==> src/rtl/merge_pkg.sv <==
// Shared types for the two-way merge engine: FSM state encoding and run-length width helper.
`timescale 1ns / 1ps
package merge_pkg;

    typedef enum logic [2:0] {
        StIdle,
        StMerge,
        StDrainL,
        StDrainR,
        StFlush
    } merge_state_t;

    // Width needed to hold a run length of 0..max_len inclusive.
    function automatic int unsigned len_width(input int unsigned max_len);
        return $clog2(max_len + 1);
    endfunction

endpackage

==> src/rtl/merge_out_reg.sv <==
// Single-entry output slot with valid/ready handshake; contents hold while stalled.
`timescale 1ns / 1ps
module merge_out_reg #(
    parameter int unsigned KEY_W = 16,
    parameter int unsigned TAG_W = 8
) (
    input  logic             clk,
    input  logic             rst_n,
    input  logic             load,
    input  logic [KEY_W-1:0] load_key,
    input  logic [TAG_W-1:0] load_tag,
    input  logic             load_last,
    input  logic             out_ready,
    output logic             out_valid,
    output logic [KEY_W-1:0] out_key,
    output logic [TAG_W-1:0] out_tag,
    output logic             out_last,
    output logic             slot_free
);

    logic             valid_q;
    logic [KEY_W-1:0] key_q;
    logic [TAG_W-1:0] tag_q;
    logic             last_q;

    always_ff @(posedge clk) begin
        if (!rst_n) begin
            valid_q <= 1'b0;
            key_q   <= '0;
            tag_q   <= '0;
            last_q  <= 1'b0;
        end else if (load) begin
            valid_q <= 1'b1;
            key_q   <= load_key;
            tag_q   <= load_tag;
            last_q  <= load_last;
        end else if (out_ready) begin
            // Slot drained with nothing new: drop valid and the stale last marker.
            valid_q <= 1'b0;
            last_q  <= 1'b0;
        end
    end

    assign out_valid = valid_q;
    assign out_key   = key_q;
    assign out_tag   = tag_q;
    assign out_last  = last_q;
    assign slot_free = !valid_q || out_ready;

endmodule

==> src/rtl/merge_unit.sv <==
// Two-way stable merge of sorted (key, tag) runs into one run with a last marker.
// Define MERGE_DESC_EN to honour the desc input; otherwise the merge is always ascending.
`timescale 1ns / 1ps
module merge_unit
    import merge_pkg::*;
#(
    parameter int unsigned KEY_W   = 16,
    parameter int unsigned TAG_W   = 8,
    parameter int unsigned MAX_LEN = 16,
    localparam int unsigned LEN_W  = len_width(MAX_LEN)
) (
    input  logic             clk,
    input  logic             rst_n,
    input  logic             start,
    input  logic [LEN_W-1:0] len_l,
    input  logic [LEN_W-1:0] len_r,
    input  logic             desc,
    input  logic             l_valid,
    output logic             l_ready,
    input  logic [KEY_W-1:0] l_key,
    input  logic [TAG_W-1:0] l_tag,
    input  logic             r_valid,
    output logic             r_ready,
    input  logic [KEY_W-1:0] r_key,
    input  logic [TAG_W-1:0] r_tag,
    output logic             out_valid,
    input  logic             out_ready,
    output logic [KEY_W-1:0] out_key,
    output logic [TAG_W-1:0] out_tag,
    output logic             out_last,
    output logic             busy,
    output logic             done
);

    typedef struct packed {
        logic [KEY_W-1:0] key;
        logic [TAG_W-1:0] tag;
    } elem_t;

    localparam logic [LEN_W-1:0] MaxLenSat = LEN_W'(MAX_LEN);
    localparam logic [LEN_W-1:0] One       = LEN_W'(1);

    merge_state_t     state_q, state_d;
    logic [LEN_W-1:0] rem_l_q, rem_l_d, rem_r_q, rem_r_d;
    logic [LEN_W-1:0] len_l_sat, len_r_sat;
    logic             done_q, done_d;
    logic             dir;
    logic             pick_l, slot_free, load, load_last;
    elem_t            l_elem, r_elem, load_elem;

`ifdef MERGE_DESC_EN
    logic dir_q, dir_d;
    assign dir = dir_q;
`else
    logic unused_desc;
    assign unused_desc = desc;
    assign dir         = 1'b0;
`endif

    assign len_l_sat = (len_l > MaxLenSat) ? MaxLenSat : len_l;
    assign len_r_sat = (len_r > MaxLenSat) ? MaxLenSat : len_r;
    assign l_elem    = {l_key, l_tag};
    assign r_elem    = {r_key, r_tag};
    // Ties go left in both directions, which keeps the merge stable.
    assign pick_l    = dir ? (l_key >= r_key) : (l_key <= r_key);

    always_comb begin
        state_d   = state_q;
        rem_l_d   = rem_l_q;
        rem_r_d   = rem_r_q;
        done_d    = 1'b0;
        l_ready   = 1'b0;
        r_ready   = 1'b0;
        load_last = 1'b0;
        load_elem = l_elem;
`ifdef MERGE_DESC_EN
        dir_d     = dir_q;
`endif
        unique case (state_q)
            StIdle: begin
                if (start) begin
                    rem_l_d = len_l_sat;
                    rem_r_d = len_r_sat;
`ifdef MERGE_DESC_EN
                    dir_d   = desc;
`endif
                    if (len_l_sat != '0 && len_r_sat != '0) state_d = StMerge;
                    else if (len_l_sat != '0)               state_d = StDrainL;
                    else if (len_r_sat != '0)               state_d = StDrainR;
                    else                                    state_d = StFlush;
                end
            end
            StMerge: begin
                if (l_valid && r_valid && slot_free) begin
                    if (pick_l) begin
                        l_ready = 1'b1;
                        rem_l_d = rem_l_q - One;
                        if (rem_l_q == One) state_d = StDrainR;
                    end else begin
                        r_ready   = 1'b1;
                        load_elem = r_elem;
                        rem_r_d   = rem_r_q - One;
                        if (rem_r_q == One) state_d = StDrainL;
                    end
                end
            end
            StDrainL: begin
                if (l_valid && slot_free) begin
                    l_ready   = 1'b1;
                    rem_l_d   = rem_l_q - One;
                    load_last = (rem_l_q == One);
                    if (rem_l_q == One) state_d = StFlush;
                end
            end
            StDrainR: begin
                if (r_valid && slot_free) begin
                    r_ready   = 1'b1;
                    load_elem = r_elem;
                    rem_r_d   = rem_r_q - One;
                    load_last = (rem_r_q == One);
                    if (rem_r_q == One) state_d = StFlush;
                end
            end
            StFlush: begin
                // An empty slot here means a zero-length merge with nothing to wait for.
                if (!out_valid || (out_ready && out_last)) begin
                    state_d = StIdle;
                    done_d  = 1'b1;
                end
            end
            default: state_d = StIdle;
        endcase
    end

    assign load = l_ready || r_ready;

    always_ff @(posedge clk) begin
        if (!rst_n) begin
            state_q <= StIdle;
            rem_l_q <= '0;
            rem_r_q <= '0;
            done_q  <= 1'b0;
`ifdef MERGE_DESC_EN
            dir_q   <= 1'b0;
`endif
        end else begin
            state_q <= state_d;
            rem_l_q <= rem_l_d;
            rem_r_q <= rem_r_d;
            done_q  <= done_d;
`ifdef MERGE_DESC_EN
            dir_q   <= dir_d;
`endif
        end
    end

    assign busy = (state_q != StIdle);
    assign done = done_q;

    merge_out_reg #(
        .KEY_W(KEY_W),
        .TAG_W(TAG_W)
    ) u_out_reg (
        .clk       (clk),
        .rst_n     (rst_n),
        .load      (load),
        .load_key  (load_elem.key),
        .load_tag  (load_elem.tag),
        .load_last (load_last),
        .out_ready (out_ready),
        .out_valid (out_valid),
        .out_key   (out_key),
        .out_tag   (out_tag),
        .out_last  (out_last),
        .slot_free (slot_free)
    );

endmodule
==> config.mk <==
export PLATFORM = sky130hd
export DESIGN_NAME = merge_unit
export DESIGN_NICKNAME = d
export VERILOG_FILES = /design/src/rtl/merge_pkg.sv /design/src/rtl/merge_out_reg.sv /design/src/rtl/merge_unit.sv
export SDC_FILE = /design/constraint.sdc
export NUM_CORES = 1
export LEC_CHECK = 0
export CAP_MARGIN = 10
export CORE_MARGIN = 5
export CORE_UTILIZATION = 35
export CTS_CLUSTER_SIZE = 30
export DETAILED_ROUTE_END_ITERATION = 10
export DONT_BUFFER_PORTS = 1
export GPL_TIMING_DRIVEN = 0
export PLACE_DENSITY_LB_ADDON = 0.12
export SLEW_MARGIN = 5
export SYNTH_ARGS = -nofsm -noshare
export SYNTH_HDL_FRONTEND = slang
export SYNTH_SLANG_ARGS = --single-unit
==> constraint.sdc <==
create_clock -name clk -period 4.1 [get_ports clk]
set_input_delay 0.615 -clock clk [delete_from_list [all_inputs] [get_ports clk]]
set_output_delay 0.615 -clock clk [all_outputs]
set_load 0.02 [all_outputs]
==> key figures <==
Routing
  – First-pass DRT Iterations: 4
  – Vias/cell: 5.45
  – Routed Antenna Nets: 0
  – Routed WL per cell: between 15 and 20 um
  – WL final: 7350 um
  – Vias after detailed routing: 2331
  – Residual DRC: 0
  – Initial drt markers: 93

Die
  – Core ar.: 0.00729 mm2
  – # rows: 31
  – DIE AREA: between 0.009 and 0.01 mm2
  – Initial core utilization: 0.361
  – IO Pins: 95
  – Die span in y: 96.7 um
  – Die X: about 97 um

Critical path
  – Critical-path top delay cell: or4_1
  – CP peak stage delay: 0.55 ns
  – Worst Path Buf+Inv: 4
  – Worst EP arrival: 2.96 ns
  – Cells on worst reg2reg path: 6
  – CP Class: primary input to output port
  – Crit Reg-Reg Startpoint: state_q[0]
  – RR Endpoint: state_q[0]
  – Crit path to: r_ready
  – Levels on crit path: 10
  – Delay-heaviest family, CP: simple AND/OR/NAND/NOR gates
  – Reg-to-reg slack, setup: about 1.7 ns
  – Crit start category: primary input
  – Worst setup path startpoint: r_key[11]
  – Critical Path End Type: output port
  – Max FO, Critical Path: 10
  – CP required: 3.48 ns
  – Crit-path cells: inv_1 > ha_1 > nand4_1 > or4_1 > or2_1 > o31ai_1 > o21a_1 > buf_2 > buf_2 > inv_1

Synth
  – Library cells used by synthesis: 51
  – Synthesis-stage register bit count: 40
  – Synthesized area: 0.00263 mm2
  – Post-synthesis sequential area ratio: 0.304
  – Synthesis warning total: 0
  – Number of synthesized flops with an enable pin: 0
  – Syn_nets: 407
  – Ys async rst share: 0
  – Yosys top cell area share: 0.304
  – Most common library cells after synthesis: 41 x a21oi_1, 40 x dfxtp_1, 32 x inv_1, 32 x o21ai_0, 26 x mux2i_1
  – Avg Cell Area, Syn: a little over 8 um2
  – Cell with the most instances after synthesis: a21oi_1
  – Synth area leaders: dfxtp_1 30%, ha_1 10%, mux2i_1 9.9%
  – Gate Count Post-Synth: 321
  – Synth Flop Type: dfxtp_1
  – Area leader, netlist: dfxtp_1

STA
  – Clock skew: between 0.007 and 0.008 ns
  – Period Utilization, post-route: 0.873
  – Tmin final: 3.58 ns
  – Actual slew at the worst max-slew pin: 0.560 ns
  – Fin. Hold Viols: 0
  – Slew HR: 0.627
  – Max-slew violations: 0
  – Post-route setup TNS: 0 ns
  – Fmax: ~280 MHz
  – RSZ-0062 raised after global routing: no
  – Final setup viols: 0

GRT
  – First-pass GRT wire length: 12100 um
  – Initial antenna violation count: 0
  – Total grt overflow: 0
  – Pin count of the biggest net entering global routing: 13
  – Vias in the first global route: ~2300
  – GR Util All Layers: 0.155

Clock tree
  – Root Driver: clkbuf_8
  – Clock Sinks: 40
  – H-tree levels: 2
  – TritonCTS clock tree: built
  – CTS buffer count: 5
  – Hold buffers post-CTS: 0
  – Setup Buffers After CTS: 0
  – CTS clk-pin slew, worst paths: approximately 0.08 ns
  – Clk_lat worst skew: approximately 0.30 ns
  – Number of gates resized after cts: 0
  – Buffers from clock root to sink, at most: 2

Cells and area
  – Nets: 414
  – Post-layout instance area: approximately 0.0029 mm2
  – Share of cells above drive strength 1: 0.0638
  – Antenna Cells: 0
  – Area growth from synthesis to layout: 9.50%
  – Fillers: between 800 and 900

Place
  – Input/output buffers: 0
  – Dpl cell area: 0.00276 mm2
  – Routability cong.: 0.905
  – Detailed Place HPWL: 5740 um

Run status
  – Run status: completed

Power
  – Peak VDD IR: 265 uV
  – Power per Cell Area: about 560 mW/mm2
  – LEAKAGE: 1.09 nW

Worst hold path
  – HP Class: primary input to flip-flop

Run
  – MaxCap Viol Count: 0
-- stage by stage --
step                      cells  power (W)  hold slack [ns]  worst slack, ns   util
after global placement      420    0.00126            0.506            0.490  0.378
after global routing        428    0.00175            0.473            0.355  0.396
after detailed placement    420    0.00127            0.509            0.482  0.378
after floorplan             321    0.00113            0.474            0.876      -
after CTS                   428    0.00164            0.466            0.473  0.396
final                       428    0.00162            0.470            0.520  0.396
-- layout by cell type, fill, tap and decap left out, types with 3 or more instances in the layout --
master	instances
a211oi_1	3
a21oi_1	41
a31oi_1	4
a32o_1	4
buf_2	3
clkbuf_1	10
clkbuf_8	7
dfxtp_1	40
ha_1	21
inv_1	32
mux2i_1	26
nand2_1	14
nand2b_1	4
nand3_1	6
nand4_1	3
nor2_1	19
nor3_1	4
o211ai_1	5
o21a_1	3
o21ai_0	32
o31ai_1	3
or3_1	3
or4_1	4
-- report_power, final --
part / internal (W) / switching (W)
logic: 0.000267 / 0.000382
clock network: 0.000215 / 0.000152
registers: 0.000480 / 0.000130
-- sequential cells by signal, summed over array words and instances (netlist names) --
register             count
done                     1
u_out_reg.out_tag        8
rem_l_q                  5
u_out_reg.out_last       1
u_out_reg.out_key       16
u_out_reg.out_valid      1
state_q                  3
rem_r_q                  5
-- metal layers --
metal / global-route usage / routed length, um
met1: 0.192 / 3190
met5: 0 / 0
met2: 0.252 / 3420
met4: 0.0400 / 76
met3: 0.0583 / 664
-- worst min-delay path by stage --
stage / start / endpoint / slack [ns] / depth (start not counted)
after floorplan: rem_l_q[3] / rem_l_q[3] / 0.47 / 2
after global placement: rem_l_q[4] / rem_l_q[4] / 0.51 / 1
after detailed placement: rem_r_q[1] / rem_r_q[1] / 0.51 / 2
after CTS: len_l[0] / rem_l_q[0] / 0.47 / 2
after global routing: len_l[0] / rem_l_q[0] / 0.47 / 2
final: len_l[0] / rem_l_q[0] / 0.47 / 2
-- cells by family (layout without fill, tap and decap cells) --
group                    after synthesis  in the layout  share of synthesized area
buffers and inverters                 49             57                     0.0798
adder cells (fa/ha/maj)               21             21                     0.0998
AND/OR/NAND/NOR                       73             73                      0.149
multiplexers                          26             26                     0.0988
AO/OA/AOI/OAI                        111            111                      0.266
flip-flops                            40             40                      0.304
XOR/XNOR                               1              1                    0.00333
-- worst reg2reg max path: stages (launching register included) --
cell	delay (ns)
dfxtp_1	0.39
clkbuf_1	0.46
a2111oi_0	0.24
a311o_1	0.32
a21oi_1	0.21
or4b_2	0.60
nand3_1	0.09
-- cell type report --
cell class / instances / area [um2] / area share
plain buffers: 17 / 90.1 / 0.0312
flip-flops and latches: 40 / 801 / 0.278
inverters: 32 / 120 / 0.0416
well taps: 99 / 124 / 0.0430
multi-input cells: 232 / 1620 / 0.563
clock inverters: 1 / 30.0 / 0.0104
clock buffers: 7 / 96.3 / 0.0334
(Power assumes the default switching activity.)
